## src/rtl/ddr3_arb.sv

```systemverilog
// ddr3_arb: read/write arbiter in front of the DDR3 command FSM.
// One direction is granted at a time, and the grant is held until the LAST beat
// of the current sequence is acknowledged. A run counter bounds how many
// consecutive same-direction sequences are granted while the other side waits,
// and a write to the same burst-aligned address is ordered ahead of a read.
module ddr3_arb #(
  parameter int REQID   = 4,
  parameter int ADDRS   = 23,
  parameter int MAX_RUN = 4
) (
  input  logic             clock,
  input  logic             reset,
  // read command queue
  input  logic             rd_req_i,
  input  logic             rd_lst_i,
  input  logic [REQID-1:0] rd_tid_i,
  input  logic [ADDRS-1:0] rd_adr_i,
  output logic             rd_ack_o,
  // write command queue
  input  logic             wr_req_i,
  input  logic             wr_lst_i,
  input  logic [REQID-1:0] wr_tid_i,
  input  logic [ADDRS-1:0] wr_adr_i,
  output logic             wr_ack_o,
  // DDR3 command FSM read port
  output logic             mem_rdreq_o,
  output logic             mem_rdlst_o,
  output logic [REQID-1:0] mem_rdtid_o,
  output logic [ADDRS-1:0] mem_rdadr_o,
  input  logic             mem_rdack_i,
  // DDR3 command FSM write port
  output logic             mem_wrreq_o,
  output logic             mem_wrlst_o,
  output logic [REQID-1:0] mem_wrtid_o,
  output logic [ADDRS-1:0] mem_wradr_o,
  input  logic             mem_wrack_i,
  // current grant
  output logic [1:0]       arb_dir_o
);

  localparam logic [1:0] ST_IDLE = 2'b00;
  localparam logic [1:0] ST_RD   = 2'b01;
  localparam logic [1:0] ST_WR   = 2'b10;

  // Direction encoding for last_dir: 0 = read, 1 = write.
  localparam logic DIR_RD = 1'b0;

  localparam logic [3:0] RUN_LIMIT = 4'(MAX_RUN);
  localparam logic [3:0] RUN_SAT   = 4'hF;

  logic [1:0] state_q, state_d;
  logic       last_dir_q, last_dir_d;
  logic [3:0] run_q, run_d;

  logic both_req;
  logic addr_hazard;
  logic pick_wr;
  logic rd_grant;
  logic wr_grant;

  assign both_req    = rd_req_i & wr_req_i;
  assign addr_hazard = (wr_adr_i[ADDRS-1:3] == rd_adr_i[ADDRS-1:3]);

  // Next-state selection: arbitrate in IDLE, hold the grant until LAST is acked.
  always_comb begin
    // NOTE: every variable assigned here gets a default first, so no path can
    // leave one unassigned and infer a latch.
    state_d    = state_q;
    last_dir_d = last_dir_q;
    run_d      = run_q;
    pick_wr    = 1'b0;
    unique case (state_q)
      ST_IDLE: begin
        if (rd_req_i || wr_req_i) begin
          if (both_req) begin
            if (addr_hazard)             pick_wr = 1'b1;
            else if (run_q >= RUN_LIMIT) pick_wr = (last_dir_q == DIR_RD);
            else                         pick_wr = last_dir_q;
          end else begin
            pick_wr = wr_req_i;
          end
          state_d = pick_wr ? ST_WR : ST_RD;
          if (pick_wr == last_dir_q) begin
            run_d = (run_q == RUN_SAT) ? run_q : run_q + 4'd1;
          end else begin
            run_d      = 4'd1;
            last_dir_d = pick_wr;
          end
        end
      end
      ST_RD:   if (mem_rdack_i && rd_lst_i) state_d = ST_IDLE;
      ST_WR:   if (mem_wrack_i && wr_lst_i) state_d = ST_IDLE;
      default: state_d = ST_IDLE;
    endcase
  end

  // Arbiter state registers; reset returns to IDLE with reads as the last direction.
  always_ff @(posedge clock or negedge reset) begin
    // NOTE: state is updated with non-blocking assignments so every register
    // samples the pre-edge values regardless of statement order.
    if (!reset) begin
      state_q    <= ST_IDLE;
      last_dir_q <= DIR_RD;
      run_q      <= 4'd0;
    end else begin
      state_q    <= state_d;
      last_dir_q <= last_dir_d;
      run_q      <= run_d;
    end
  end

  assign rd_grant = (state_q == ST_RD);
  assign wr_grant = (state_q == ST_WR);

  // Request/LAST/ack are gated by the grant; tid/adr pass straight through.
  assign mem_rdreq_o = rd_grant & rd_req_i;
  assign mem_rdlst_o = rd_grant & rd_lst_i;
  assign mem_rdtid_o = rd_tid_i;
  assign mem_rdadr_o = rd_adr_i;
  assign rd_ack_o    = rd_grant & mem_rdack_i;

  assign mem_wrreq_o = wr_grant & wr_req_i;
  assign mem_wrlst_o = wr_grant & wr_lst_i;
  assign mem_wrtid_o = wr_tid_i;
  assign mem_wradr_o = wr_adr_i;
  assign wr_ack_o    = wr_grant & mem_wrack_i;

  assign arb_dir_o = state_q;

`ifdef __icarus
  // An ack on the port that does not hold the grant is a protocol error.
  always @(posedge clock) begin
    if (reset) begin
      assert (!(mem_rdack_i && !rd_grant));
      assert (!(mem_wrack_i && !wr_grant));
    end
  end
`endif

endmodule

```

## config.mk

```make
export PLATFORM = sky130hd
export DESIGN_NAME = ddr3_arb
export DESIGN_NICKNAME = d
export VERILOG_FILES = /design/src/rtl/ddr3_arb.sv
export SDC_FILE = /design/constraint.sdc
export NUM_CORES = 1
export LEC_CHECK = 0
export ABC_CLOCK_PERIOD_IN_PS = 2250
export CAP_MARGIN = 0
export CORE_UTILIZATION = 28
export DETAILED_ROUTE_END_ITERATION = 6
export GPL_ROUTABILITY_DRIVEN = 0
export PLACE_DENSITY_LB_ADDON = 0.15
export RECOVER_POWER = 100
export SLEW_MARGIN = 10
export SYNTH_ARGS = -nofsm -noshare
export SYNTH_HDL_FRONTEND = slang
export SYNTH_SLANG_ARGS = --single-unit
```

## constraint.sdc

```tcl
create_clock -name clock -period 2.25 [get_ports clock]
set_clock_uncertainty 0.15 [all_clocks]
set_input_delay 0.675 -clock clock [delete_from_list [all_inputs] [get_ports clock]]
set_output_delay 0.675 -clock clock [all_outputs]
set_load 0.02 [all_outputs]
```

# Word-level counts from Yosys, hierarchy flattened
# Cells that the tools add are included.
dict set report totals {
  register_bits 7
  inputBits 62
  wordCells 42
}
dict set report classes {
  addsub 1
  order_cmp 1
  eq_ne 9
  mux 12
  bitwise 9
  reduce_logical 7
}
# op n
set ops {}
lappend ops {{20-bit equality test} 1}
lappend ops {{3-bit AND reduction} 3}
lappend ops {{2-bit 2-to-1 mux} 4}
lappend ops {{4-bit 2-to-1 mux} 2}
lappend ops {{1-bit AND} 7}
lappend ops {{2-bit one-hot mux with 3 select lines} 1}
lappend ops {{1-bit 2-to-1 mux} 5}
lappend ops {{4-bit by 1-bit adder with 4-bit output, second input constant} 1}
lappend ops {{4-bit equality test, second input constant} 1}
lappend ops {{4-bit by 3-bit greater-or-equal comparator with 1-bit output, second input constant} 1}
lappend ops {{2-bit by 1-bit != test with 1-bit output, second input constant} 2}
lappend ops {{2-bit != test, second input constant} 2}
lappend ops {{2-bit by 1-bit equality test with 1-bit output, second input constant} 1}
lappend ops {{2-bit equality test, second input constant} 1}
lappend ops {{1-bit logical AND} 2}
lappend ops {{2-bit zero test} 1}
lappend ops {{1-bit NOT} 2}
lappend ops {{1-bit equality test} 1}
lappend ops {{1-bit logical OR} 1}

# Depth between registers and ports, before layout
# Gate-level depths: netlist of the first run.
dict set report logic_depth {
  depth_word 9
  mapped_depth 7
  ltp_nobuf 7
}

# Worst setup path before layout of the first run
# OpenSTA, ideal clock, no wires.
dict set report synth_timing {
  kind {input to register}
  start {input port rd_adr_i[3]}
  end {register run_q[1]}
  arrival_ns 1.804
  required_time_ns 1.979
  setup_slack_ns 0.175
  path_stages 7
  path_cell_list {xnor2_1 > nand4_1 > nor3_2 > mux2i_1 > o2111a_2 > a41o_1 > a22o_1}
}
dict set report synth_via {
  elab_chain_len 8
}
# item line_no
set synth_rtl {}
lappend synth_rtl {{start: declaration} 17} ;# input logic [ADDRS-1:0] rd_adr_i,
lappend synth_rtl {{20-bit equality test (*)} 62} ;# assign addr_hazard = (wr_adr_i[ADDRS-1:3] == rd_adr_i[ADDRS-1:3]);
lappend synth_rtl {{1-bit 2-to-1 mux (*)} 76} ;# if (addr_hazard) pick_wr = 1'b1;
lappend synth_rtl {{1-bit 2-to-1 mux (*)} 75} ;# if (both_req) begin
lappend synth_rtl {{1-bit 2-to-1 mux (*)} 74} ;# if (rd_req_i || wr_req_i) begin
lappend synth_rtl {{1-bit 2-to-1 mux (*)} 72} ;# unique case (state_q)
lappend synth_rtl {{1-bit equality test (*)} 83} ;# if (pick_wr == last_dir_q) begin
lappend synth_rtl {{2-bit != test (no source line)} -}
lappend synth_rtl {{3-bit AND reduction (no source line)} -}
lappend synth_rtl {{end signal: assignment} 108} ;# run_q <= run_d;
lappend synth_rtl {{end: declaration} 53} ;# logic [3:0] run_q, run_d;
# Mark *: on every way between the ends. The rest lies on a longest branch, timed or not. The select of a mux whose other input is x is not followed.
# A chain may end at the register's enable or synchronous reset.

# Final worst setup path of the first run
dict set report layout_timing {
  start {input port rd_req_i}
  end {output port mem_rdreq_o}
}
dict set report layout_via {
  elab_chain_len 1
}
# item line_no
set layout_rtl {}
lappend layout_rtl {{start: declaration} 14} ;# input logic rd_req_i,
lappend layout_rtl {{1-bit AND} 116} ;# assign mem_rdreq_o = rd_grant & rd_req_i;
lappend layout_rtl {{end: declaration} 26} ;# output logic mem_rdreq_o,
# No other way between the ends.

==> flow_summary.toml, run 1 <==
[run_status]
status = "finished clean"

[pwr]
power_frac_comb = 0.603
cell_internal_pwr_w = 0.000622
p_per_area_nw_per_um2 = 660
p_leak_nw = 0.710
clock_power_share = 0.172
p_sw_w = 0.000443
irDropWorstVdd_mv = 0.189
swShare = 0.416
seqPwrFrac = 0.226

[clock_tree]
postCtsHoldBufs = 0
cts_tree = "done"
clock_latency_ps = 230
cts.sinks = 7
clk_pin_slew_worst_paths_ps = 40
clockRootBuffer = "clkbuf_8"
h-tree-depth = 1
clock_path_buffers = 2
cts_buffers = 3

[place]
placed_cells = 226
hpwl_um = 2320
place.port_buffers = 95
place_ws_ps = -467
placed_cell_area_um2 = 1720

[sta]
tightestPinTransition_ps = 357
holdWs_ps = 346
period_needed_ps = 2230
fin_ws_ps = 20.9
slew_headroom = 0.761
max_freq_ghz = 0.449
hold_viol = 0
setup-violations-final = 0
slew_violations = 0
fin_crit_sh = 0.991

[drt]
drtPass1Iterations = 4
drtIter0Drc = 7
wire_per_inst_um = 11.8
remaining_drc_errors = 0
wirelength_um = 2720
vias = 1024
ant_nets = 0
viasPerCell = 4.45

[grt]
track_usage = 0.132
grt_pass1_wl_um = 4340
grt.overflow.total = 0
grt_max_degree = 8
antenna_found_initial = 0
first_global_vias = 1032

[layout]
fin_util = 0.438
antenna-diode-count = 0
fin_cells = 230
multi_input_area_um2 = 532
nets = 246
fillerInstances = 405
area_delta_synth_final_pct = 49.0
final_cell_area_um2 = 1610
ff_latch_area_um2 = 175
post_route_cells_drive_above_1_share = 0.137

[synth]
synth-seq-cells = 7
synth-async-reset-ratio = 1.00
synth_nets = 196
synth_cells = 133
yosysSeqAreaShare = 0.162
synth-edff-count = 0
syn_area_um2 = 1080
synth_warnings = 0
ys_types = 25
yosys_most_used_dff = "dfrtp_1"
synth_area_per_cell_um2 = 8.15

[floorplan]
die_w_um = 64.2
num_rows = 22
ioPinCount = 124
die_h_um = 64.2
dieArea_um2 = 4120
core_um2 = 3690
start_util = 0.294

[critical_path]
critPathArrivalTime_ps = 1400
start_kind = "primary input"
critical_path.slowest_cell = "clkdlybuf4s50_1"
setup.worst_path.end_class = "output port"
worstSetupPathType = "primary input to output port"
cp_slowest_stage_delay_ps = 470
cp_top_family = "buffers and inverters"
crit_chain = "clkdlybuf4s50_1, and2_1, buf_4"
worstPathRequired_ps = 1420
crit_fanout = 2
critPathBufInv = 2

[job]
max_cap_viol_count = 0

[worst_hold_path]
hold_class = "register to register"
==> placed cells by master (no fill, tap or decap), drive strengths merged, types with 3 or more instances in the layout <==
master / netlist / final
dlymetal6s2s: 0 / 4
a21oi: 3 / 3
clkdlybuf4s50: 0 / 3
buf: 54 / 11
dfrtp: 7 / 7
clkdlybuf4s15: 0 / 20
nand2: 6 / 6
nor2: 5 / 5
dlygate4sd2: 0 / 32
clkbuf: 0 / 29
xnor2: 20 / 20
o21ai: 5 / 5
nand4: 5 / 5
and2: 6 / 6
==> cell usage after synthesis, types with 3 or more instances <==
library cell,count,area [um^2]
nand4_1,5,31.3
dfrtp_1,7,175
o21ai_0,5,25.0
and2_1,6,37.5
xnor2_1,20,175
nor2_1,5,18.8
buf_4,54,405
a21oi_1,3,15.0
nand2_1,6,22.5
==> metrics by stage <==
step	setup TNS [ps]	power (W)
floorplan	0	0.000680
global placement	-19240	0.000909
detailed placement	-19730	0.000925
CTS	-3.72	0.00106
global route	-11.6	0.00115
finish	0	0.00107
==> power groups by stage <==
stage               Combinational (W)  Clock (W)  Sequential [W]
finish                       0.000642   0.000183        0.000241
global route                 0.000706   0.000192        0.000252
CTS                          0.000629   0.000185        0.000241
detailed placement           0.000681          0        0.000244
global placement             0.000668          0        0.000241
floorplan                    0.000424          0        0.000256
==> flip-flops by register name, indices dropped and copies added (netlist names) <==
register / cells
run_q: 4
last_dir_q: 1
arb_dir_o: 2
==> final timing paths <==
path                         startpoint            to  slack [ps]  cells past startpoint
setup / recovery               rd_req_i   mem_rdreq_o          20                      3
hold / removal             arb_dir_o[0]  arb_dir_o[1]         350                      1
setup reg to reg               run_q[2]      run_q[1]         620                      6
hold reg to reg            arb_dir_o[0]  arb_dir_o[1]         350                      1
max in group asynchronous         reset      run_q[0]        1050                      1
min in group asynchronous         reset    last_dir_q         640                      1
==> cell type report <==
class	instances	area share
Multi-Input combinational cell	71	0.329
Inverter	1	0.00233
Timing Repair Buffer	99	0.495
Clock buffer	4	0.0279
Tap cell	48	0.0372
Sequential cell	7	0.109
==> per-layer routing <==
layer / GRT usage / vias to the layer above / wire [um]
met5: 0 / - / 0
met1: 0.136 / 460 / 993
met4: 0.0583 / 0 / 42
met2: 0.255 / 65 / 1450
met3: 0.0250 / 9 / 237
li1: - / 490 / -
==> logic make-up (layout without fill, tap and decap cells) <==
logic type,count (synthesis),in the layout,share of synthesized area
simple gates,31,31,0.158
flops,7,7,0.162
buf+inv,55,104,0.378
mux,2,2,0.0185
compound gates,16,16,0.103
xor+xnor,21,21,0.170
fa+ha+maj,1,1,0.0115
==> what timing repair did <==
action | 4_1_cts | 5_1_grt
endpoints found under the hold margin | 0 | 0
setup buffers | 1 | 0
pin swaps | 13 | 29
endpoints found under the setup margin | 53 | 11
gates resized for setup | 130 | 81
Note: power is estimated with default switching activity, not from simulation.
==> inputs of run 2 (changes only) <==
--- a/config.mk
+++ b/config.mk
@@ -7,5 +7,4 @@
 export LEC_CHECK = 0
 export ABC_CLOCK_PERIOD_IN_PS = 2250
-export CAP_MARGIN = 0
 export CORE_UTILIZATION = 28
 export DETAILED_ROUTE_END_ITERATION = 6
@@ -13,4 +12,5 @@
 export PLACE_DENSITY_LB_ADDON = 0.15
 export RECOVER_POWER = 100
+export SETUP_SLACK_MARGIN = 0.5
 export SLEW_MARGIN = 10
 export SYNTH_ARGS = -nofsm -noshare
==> constraint.sdc (replaced) <==
create_clock -name clock -period 2.25 [get_ports clock]
set_clock_uncertainty 0.15 [all_clocks]
set_input_delay 0.45 -clock clock [delete_from_list [all_inputs] [get_ports clock]]
set_output_delay 0.45 -clock clock [all_outputs]
set_load 0.02 [all_outputs]
==> flow_summary.toml, run 2 (synthesis results as in run 1) <==
[clock_tree]
clk_pin_slew_worst_paths_ps = 40
cts.sinks = 7
postCtsHoldBufs = 0
cts_buffers = 3
clockRootBuffer = "clkbuf_8"
clock_latency_ps = 220
h-tree-depth = 1
cts_tree = "done"
clock_path_buffers = 2

[floorplan]
dieArea_um2 = 4120
ioPinCount = 124
start_util = 0.294
num_rows = 22
die_h_um = 64.2
die_w_um = 64.2
core_um2 = 3690

[drt]
vias = 1038
wirelength_um = 2770
drtIter0Drc = 29
viasPerCell = 4.40
drtPass1Iterations = 4
wire_per_inst_um = 11.7
ant_nets = 0
remaining_drc_errors = 0

[pwr]
p_per_area_nw_per_um2 = 642
p_leak_nw = 0.739
irDropWorstVdd_mv = 0.234

[job]
max_cap_viol_count = 0

[grt]
grt_max_degree = 8
track_usage = 0.130
antenna_found_initial = 0
grt_pass1_wl_um = 4390
first_global_vias = 1083
grt.overflow.total = 0

[sta]
tightestPinTransition_ps = 373
rsz0062_at_grt = "true"
setup-violations-final = 0
period_needed_ps = 1930
hold_viol = 0
slew_violations = 0
max_freq_ghz = 0.519
fin_crit_sh = 0.856
slew_headroom = 0.749

[layout]
antenna-diode-count = 0
fillerInstances = 425
final_cell_area_um2 = 1670
area_delta_synth_final_pct = 54.2
layout_commonest_cell = "dlygate4sd2_1"
top_register = "run_q"
final_cell_mix = "39 x dlygate4sd2_1, 32 x clkbuf_1, 13 x buf_6"
fin_util = 0.453
nets = 252
post_route_cells_drive_above_1_share = 0.234
largest_reg_flops = 4

[place]
placed_cell_area_um2 = 1760
hpwl_um = 2250
place.port_buffers = 95

[worst_hold_path]
hold_class = "register to register"

[critical_path]
setup.worst_path.end_class = "register"
start_kind = "primary input"
crit_fanout = 4
worstSetupPathType = "primary input to register"
critPathArrivalTime_ps = 1870
worstPathRequired_ps = 2190

[run_status]
status = "finished clean"
-- run 2: worst max-delay path: stages --
cell             delay, ps
clkdlybuf4s25_1        290
xnor2_2                120
nand4_1                160
clkbuf_1               150
o21ai_0                180
o2111a_2               260
and3_1                 190
mux2i_1                 90
-- run 2: timing repair --
| item | 4_1_cts | 5_1_grt |
|---|---|---|
| setup endpoints to repair | 55 | 12 |
| gates resized for setup | 238 | 29 |
| pin swaps | 33 | 19 |
| buffers inserted | 1 | 3 |
| cloned | 0 | 0 |
-- run 2: layout make-up --
| type | instances | area, um^2 | share of cell area |
|---|---|---|---|
| timing repair buffer | 105 | 795 | 0.476 |
| multi-input combinational | 71 | 592 | 0.354 |
| sequential | 7 | 175 | 0.105 |
| tap | 48 | 60.1 | 0.0360 |
| clock buffer | 4 | 45.0 | 0.0270 |
| inverter | 1 | 3.75 | 0.00225 |
-- run 2: worst paths after layout --
kind                         startpoint           end  slack (ps)  cells past startpoint
setup / recovery            wr_adr_i[4]      run_q[0]         320                      8
hold / removal             arb_dir_o[0]  arb_dir_o[1]         350                      1
setup reg to reg               run_q[2]      run_q[0]         590                      6
hold reg to reg            arb_dir_o[0]  arb_dir_o[1]         350                      1
max in group asynchronous         reset    last_dir_q        1300                      1
min in group asynchronous         reset      run_q[3]         410                      1
-- run 2: per-layer routing --
layer	track usage	routed length, um	part of all wire	vias to the layer above
li1	-	-	-	504
met1	0.146	1030	0.37	466
met2	0.237	1440	0.52	66
met3	0.0464	295	0.11	2
met4	0.0250	8	0.0029	0
met5	0	0	0	-
-- run 2: power by group --
group          leakage (nW)  switching [W]  internal, W
Combinational         0.628       0.000329     0.000321
Clock                0.0228      0.0000499     0.000122
Sequential           0.0877      0.0000697     0.000181
Total                 0.739       0.000448     0.000624
-- run 2: per-stage QoR --
| step | total power (W) | worst slack (ps) | instances | TNS [ps] | hold slack (ps) |
|---|---|---|---|---|---|
| after global routing | 0.00115 | 170 | 236 | 0 | 376 |
| after CTS | 0.00110 | 372 | 233 | 0 | 346 |
| after floorplan | 0.000691 | 435 | 133 | 0 | 4.41 |
| final | 0.00107 | 324 | 236 | 0 | 347 |
| after global placement | 0.000911 | -172 | 228 | -847 | 331 |
| after detailed placement | 0.000935 | -250 | 228 | -1050 | 339 |
==> inputs of run 3 (changes only) <==
CTS_BUF_LIST = sky130_fd_sc_hd__clkbuf_8 sky130_fd_sc_hd__clkbuf_16   (was unset)
==> flow_summary.toml, run 3 (synthesis results as in run 1) <==
[grt]
first_global_vias = 1083
track_usage = 0.130
grt_pass1_wl_um = 4390
grt_max_degree = 8
grt.overflow.total = 0
antenna_found_initial = 0

[critical_path]
cp_slowest_stage_delay_ps = 290
r2r_start = "run_q[2]"
critical_path.slowest_cell = "clkdlybuf4s25_1"
setup.worst_path.end_class = "register"
rr_endpoint = "run_q[0]"
critPathBufInv = 2
worstPathRequired_ps = 2190
r2r_cells = 6
crit_chain = "clkdlybuf4s25_1, xnor2_2, nand4_1, clkbuf_1, o21ai_0, o2111a_2, and3_1, mux2i_1"
r2r_setup_slack_ps = 590
worstSetupPathType = "primary input to register"
crit_fanout = 4
critPathArrivalTime_ps = 1870
start_kind = "primary input"
cp_top_family = "compound AO/OA/AOI/OAI gates"

[pwr]
p_leak_nw = 0.743
irDropWorstVdd_mv = 0.234
p_per_area_nw_per_um2 = 639

[layout]
ff_latch_area_um2 = 175
top_register = "run_q"
fillerInstances = 425
antenna-diode-count = 0
nets = 252
multi_input_area_um2 = 592
final_cell_mix = "39 x dlygate4sd2_1, 31 x clkbuf_1, 13 x buf_6"
final_cell_area_um2 = 1670
fin_cells = 236
largest_reg_flops = 4
area_delta_synth_final_pct = 54.2
layout_commonest_cell = "dlygate4sd2_1"
fin_util = 0.453
post_route_cells_drive_above_1_share = 0.234

[clock_tree]
clock_path_buffers = 2
cts_buffers = 3
clock_latency_ps = 220
cts.sinks = 7
clk_pin_slew_worst_paths_ps = 40
cts_tree = "done"
postCtsHoldBufs = 0
h-tree-depth = 1
clockRootBuffer = "clkbuf_8"

[worst_hold_path]
holdPathEnd = "arb_dir_o[1]"
hold_start = "arb_dir_o[0]"
hold_depth = 1
hold_class = "register to register"

[drt]
remaining_drc_errors = 0
ant_nets = 0
vias = 1039
viasPerCell = 4.40
wire_per_inst_um = 11.7
wirelength_um = 2770
drtPass1Iterations = 4
drtIter0Drc = 29

[sta]
setup-violations-final = 0
slew_headroom = 0.749
period_needed_ps = 1930
rsz0062_at_grt = "true"
fin_crit_sh = 0.856
tightestPinTransition_ps = 373
setup_tns_ps = 0
hold_viol = 0
slew_violations = 0
max_freq_ghz = 0.519
fin_ws_ps = 324

[run_status]
status = "finished clean"

[floorplan]
die_w_um = 64.2
core_um2 = 3690
dieArea_um2 = 4120
start_util = 0.294
die_h_um = 64.2
ioPinCount = 124
num_rows = 22

[place]
hpwl_um = 2250
placed_cells = 228
place.port_buffers = 95
place_ws_ps = -250
placed_cell_area_um2 = 1760

[job]
max_cap_viol_count = 0
run 3: worst max path at each step:
stage / endpoint / depth (start not counted) / slack, ps / startpoint
5_1_grt: arb_dir_o[1] / 9 / 170 / wr_adr_i[4]
3_3_place_gp: run_q[0] / 8 / -170 / rd_adr_i[22]
4_1_cts: run_q[0] / 8 / 370 / wr_adr_i[8]
2_1_floorplan: run_q[1] / 7 / 440 / rd_adr_i[12]
6_report: run_q[0] / 8 / 320 / wr_adr_i[4]
3_5_place_dp: run_q[0] / 8 / -250 / rd_adr_i[22]
run 3: final cells by class:
type | count | share of cell area
repair buffers | 105 | 0.476
multi-input cells | 71 | 0.354
flip-flops and latches | 7 | 0.105
well taps | 48 | 0.0360
clock buffers | 3 | 0.0247
clock inverters | 1 | 0.00225
inverters | 1 | 0.00225
run 3: through the flow:
| step | power, W | hold WS (ps) |
|---|---|---|
| final | 0.00107 | 347 |
| after global routing | 0.00115 | 376 |
| after CTS | 0.00109 | 346 |
| after detailed placement | 0.000935 | 339 |
| after global placement | 0.000911 | 331 |
| after floorplan | 0.000691 | 4.41 |
run 3: layer usage:
layer,up-vias,wire [um],GRT usage
li1,504,-,-
met1,467,1030,0.146
met2,66,1440,0.237
met3,2,295,0.0464
met4,0,8,0.0250
met5,-,0,0
run 3: worst reg2reg max path: stages (launching register included):
cell	delay, ps
dfrtp_1	440
nor2_1	230
nor2_2	70
mux2i_1	130
o2111a_2	240
and3_1	190
mux2i_1	90
run 3: repair_timing:
action | CTS | global route
gates resized for setup | 238 | 29
pin swaps | 33 | 19
endpoints found under the setup margin | 55 | 12
setup buffers | 1 | 3
hold endpoints to repair | 0 | 0
run 3: power breakdown:
part	switching (W)	internal, W
combinational	0.000329	0.000321
clock	0.0000503	0.000118
sequential	0.0000696	0.000181
total	0.000449	0.000619
